File: src/rtl/fifo_stream_reader.sv
// fifo_stream_reader: read-side consumer for the async FIFO.
// Pops words from the FIFO read port into a 2-entry registered skid buffer and
// presents them as a valid/ready stream. Also supports flush and keeps a count
// of delivered words.
//
// Ports:
//   clk, reset        read-domain clock, async active-high reset
//   enable            permit new FIFO pops
//   flush             discard buffered words and drain the FIFO
//   fifo_empty        FIFO empty flag
//   fifo_read_data    FIFO head word
//   fifo_read_enable  FIFO pop strobe
//   stream_data       stream payload (buffer head)
//   stream_valid      stream payload valid
//   stream_ready      downstream ready
//   occupancy         buffered word count (0..2)
//   words_delivered   completed stream transfers, wrapping
//   busy              buffer or FIFO still holds data
module fifo_stream_reader #(
  parameter int unsigned DATA_WIDTH  = 8,
  parameter int unsigned COUNT_WIDTH = 16
) (
  input  logic                   clk,
  input  logic                   reset,
  input  logic                   enable,
  input  logic                   flush,
  input  logic                   fifo_empty,
  input  logic [DATA_WIDTH-1:0]  fifo_read_data,
  output logic                   fifo_read_enable,
  output logic [DATA_WIDTH-1:0]  stream_data,
  output logic                   stream_valid,
  input  logic                   stream_ready,
  output logic [1:0]             occupancy,
  output logic [COUNT_WIDTH-1:0] words_delivered,
  output logic                   busy
);

  typedef enum logic [1:0] {
    OCC_0 = 2'd0,
    OCC_1 = 2'd1,
    OCC_2 = 2'd2
  } occ_t;

  occ_t                   state, state_n;
  logic [DATA_WIDTH-1:0]  entry0, entry0_n;
  logic [DATA_WIDTH-1:0]  entry1, entry1_n;
  logic [COUNT_WIDTH-1:0] count, count_n;
  logic                   pop;
  logic                   transfer;

  // Pop strobe depends only on registered occupancy, never on stream_ready.
  assign fifo_read_enable = !reset && (flush ? !fifo_empty
                                             : (enable && !fifo_empty && (state != OCC_2)));
  assign pop              = fifo_read_enable && !fifo_empty;
  assign stream_valid     = !flush && (state != OCC_0);
  assign transfer         = stream_valid && stream_ready;
  assign stream_data      = entry0;
  assign occupancy        = state;
  assign words_delivered  = count;
  assign busy             = (state != OCC_0) || !fifo_empty;

  // State and buffer registers.
  always_ff @(posedge clk or posedge reset) begin
    if (reset) begin
      state  <= OCC_0;
      entry0 <= '0;
      entry1 <= '0;
      count  <= '0;
    end else begin
      state  <= state_n;
      entry0 <= entry0_n;
      entry1 <= entry1_n;
      count  <= count_n;
    end
  end

  // Skid buffer next-state: entry0 is always the stream head.
  always_comb begin
    state_n  = state;
    entry0_n = entry0;
    entry1_n = entry1;
    count_n  = count + COUNT_WIDTH'(transfer);
    if (flush) begin
      // Popped words are dropped; the buffer empties at this edge.
      state_n = OCC_0;
    end else begin
      unique case (state)
        OCC_0: begin
          if (pop) begin
            entry0_n = fifo_read_data;
            state_n  = OCC_1;
          end
        end
        OCC_1: begin
          if (pop && transfer) begin
            entry0_n = fifo_read_data;
          end else if (pop) begin
            entry1_n = fifo_read_data;
            state_n  = OCC_2;
          end else if (transfer) begin
            state_n  = OCC_0;
          end
        end
        OCC_2: begin
          if (transfer) begin
            entry0_n = entry1;
            state_n  = OCC_1;
          end
        end
        default: state_n = OCC_0;
      endcase
    end
  end

endmodule

File: config.mk
export PLATFORM = sky130hd
export DESIGN_NAME = fifo_stream_reader
export DESIGN_NICKNAME = d
export VERILOG_FILES = /design/src/rtl/fifo_stream_reader.sv
export SDC_FILE = /design/constraint.sdc
export NUM_CORES = 1
export LEC_CHECK = 0
export ABC_AREA = 1
export ABC_CLOCK_PERIOD_IN_PS = 5400
export BUFFER_PORTS_ARGS = -buffer_cell sky130_fd_sc_hd__buf_2
export CORE_MARGIN = 4
export CORE_UTILIZATION = 56
export CTS_CLUSTER_DIAMETER = 150
export DETAILED_ROUTE_END_ITERATION = 6
export PLACE_DENSITY = 0.88
export SYNTH_ARGS = -nofsm -noshare
export SYNTH_HDL_FRONTEND = slang
export SYNTH_SLANG_ARGS = --single-unit
export TNS_END_PERCENT = 20
File: constraint.sdc
create_clock -name clk -period 5.4 [get_ports clk]
set_input_delay 1.62 -clock clk [delete_from_list [all_inputs] [get_ports clk]]
set_output_delay 1.62 -clock clk [all_outputs]
set_load 0.02 [all_outputs]
==> out/results.tsv <==
metric	value	unit
status	finished, final reports clean	
CTS tree	built	
Die Wd	63.11	µm
top cell type's share of synthesized area	50.04	%
worst hold start	stream_data[4]	
Antenna Cells	0	
clock transition at the registers of the reported paths	0.09	ns
Max-Cap Viols	0	
Clk Tree Root Cell	clkbuf_4	
r2r setup slk	3.31	ns
hold path cells	2	
Lkg Pwr	0.001139	µW
reg2reg path depth	11	
antenna-violating nets left	0	
clk sinks	34	
fin crit period	3.932	ns
1st-pass router iterations	4	
design area	1988	µm²
Post-Syn Nets	214	
Starting DRT DRC Count	61	
Power Dens Cells	353.9	nW/µm²
first-pass GRT wire length	5699	µm
dpl hpwl	2477	µm
Final Hold Vio Count	0	
Setup Viol. Count Final	0	
RR Endpoint	words_delivered[12]	
Post-Place Cell Area	1941	µm²
sequential-to-total area share from yosys stat	50.04	%
met2 Use GR	31.23	%
share of layout cells above drive strength 1	29.27	%
M1 GR Usage	20.97	%
Final Max Slew Viols	0	
commonest cells in the netlist	52 x nand2_1, 34 x dfrtp_1, 23 x inv_1	
RePlAce Congestion	0.8675	
Max Freq	0.2543	GHz
clock latency at the later pin of the worst-skew pair	0.33	ns
start of the worst register-to-register path	occupancy[0]	
Crit Path Class	primary input to output pin	
Post-Synthesis Cells	198	
die area	3982	µm²
Power Total	703.6	µW
hold worst-path end	stream_data[4]	
Worst IR Drop VDD	0.1891	mV
Synth Flop Type	dfrtp_1	
Max-slew headroom	59.93	%
Inst Count DP	270	
Final Util	70.28	%
setup TNS	0	ns
Final period util	72.81	%
RSZ-0062 raised after global routing	false	
CP max stage cell	buf_2	
synth unique cells	22	
Post-synth EDFFs	0	
M3 GR Usage	5.506	%
mapped cell area	1700	µm²
CTS buffer count	5	
total track usage	18.02	%
CP max stage delay	0.18	ns
initial antenna violation count	0	
CP Cell Sequence	buf_2 > inv_2 > nand2_2 > nand2_2 > nor2_2 > buf_2	
FFs w/ async S/R, synth	100.0	%
Worst-Margin Slew	0.5989	ns
WL/cell	11.82	µm
H-tree levels	2	
YS warnings	0	
leading area contributor after synthesis	dfrtp_1	
Chip Height	63.11	µm
post-synthesis average cell area	8.588	µm²
final net count	262	
Total Routed Length	3274	µm
Arrival @ worst endpoint	2.31	ns
crit path launch type	primary input	
cell with the most instances after synthesis	nand2_1	
GRT Max-Usage Layer	met2	
total I/O pin count	43	
vias	1396	
Hold-fix buffers, CTS	0	
Resized cells post-CTS	0	
DRC	0	
Final Non-Filler Cells	277	
DR vias/cell	5.040	
Area Growth Syn to Fin	16.92	%
FILL cells	222	
Site Rows	19	
total setup buffers inserted after CTS	0	
Overflow after GRT	0	
Multi-input gate area	732.0	µm²
FF/Latch Area	850.8	µm²
Hold WC Path Type	register to register	
FF+latch count, synth	34	
Clock Skews	0.008674	ns
Initial Util	60.11	%
Port Buffers	42	
largest net degree at the start of global routing	36	
Crit. End Element	output pin	
number of global-route vias before repair	1340	
Core Box Area	2829	µm²
Critical Path RT	3.78	ns
Clock Path Buffers	2	
CP max FO	6	
top cells by area, synth	dfrtp_1 50%, nand2_1 11%, xor2_1 5.2%, inv_1 5.1%, nand3_1 4.4%	
worst max path at each step:
stage | startpoint | end | slack, ns | cells after the start
6_report | flush | fifo_read_enable | 1.47 | 6
5_1_grt | flush | fifo_read_enable | 1.40 | 6
4_1_cts | flush | fifo_read_enable | 1.46 | 6
3_5_place_dp | flush | fifo_read_enable | 1.47 | 6
3_3_place_gp | flush | fifo_read_enable | 1.50 | 6
2_1_floorplan | fifo_empty | fifo_read_enable | 1.70 | 3
layout make-up:
type	count	share of cell area (%)
timing repair buffer	43	10.95
sequential	34	42.79
multi-input combinational	135	36.82
inverter	27	5.098
clock inverter	2	0.5035
clock buffer	5	1.888
tap	31	1.951
metrics by stage:
stage	setup slack (ns)	hold WS [ns]
2_1_floorplan	1.698	0.4553
3_3_place_gp	1.498	0.4512
3_5_place_dp	1.467	0.4591
4_1_cts	1.465	0.4821
5_1_grt	1.397	0.5035
6_report	1.468	0.4746
cells in the final DEF, fill, tap and decap left out, types with 3 or more instances in the layout:
master	instances
nand2_1	52
buf_2	42
dfrtp_1	34
inv_1	23
nor2_1	18
nand3_1	15
xor2_1	10
o21ai_0	9
o21ai_2	5
clkbuf_4	5
inv_2	4
nand2_2	4
nor3_1	4
xnor2_1	4
a21oi_2	3
nand4_1	3
power by group:
group          total [µW]  switching, µW  internal, µW
logic                 217            141          76.1
registers             360           41.4           318
clock network         127           80.0          46.8
total                 704            263           441
critical path: cells and delay by family:
kind | cells | cell delay (ns)
buffers and inverters | 3 | 0.41
and+or+nand+nor | 3 | 0.29
layer usage:
| metal | vias up | wire (µm) |
|---|---|---|
| li1 | 720 | - |
| met1 | 636 | 1435 |
| met2 | 33 | 1635 |
| met3 | 7 | 171 |
| met4 | 0 | 31 |
| met5 | - | 0 |
sequential cells by signal, summed over array words and instances (netlist names):
| register | flops |
|---|---|
| stream_data | 8 |
| words_delivered | 16 |
| entry1 | 8 |
| occupancy | 2 |
kinds of logic after synthesis:
logic type,count (synthesis),share of synthesized area (%)
flip-flops,34,50.04
adder cells (fa/ha/maj),2,1.471
AND/OR/NAND/NOR,102,27.59
buffers and inverters,29,6.916
AO/OA/AOI/OAI,17,6.770
XOR/XNOR,14,7.211
No activity file was read; power rests on OpenSTA's default activity.
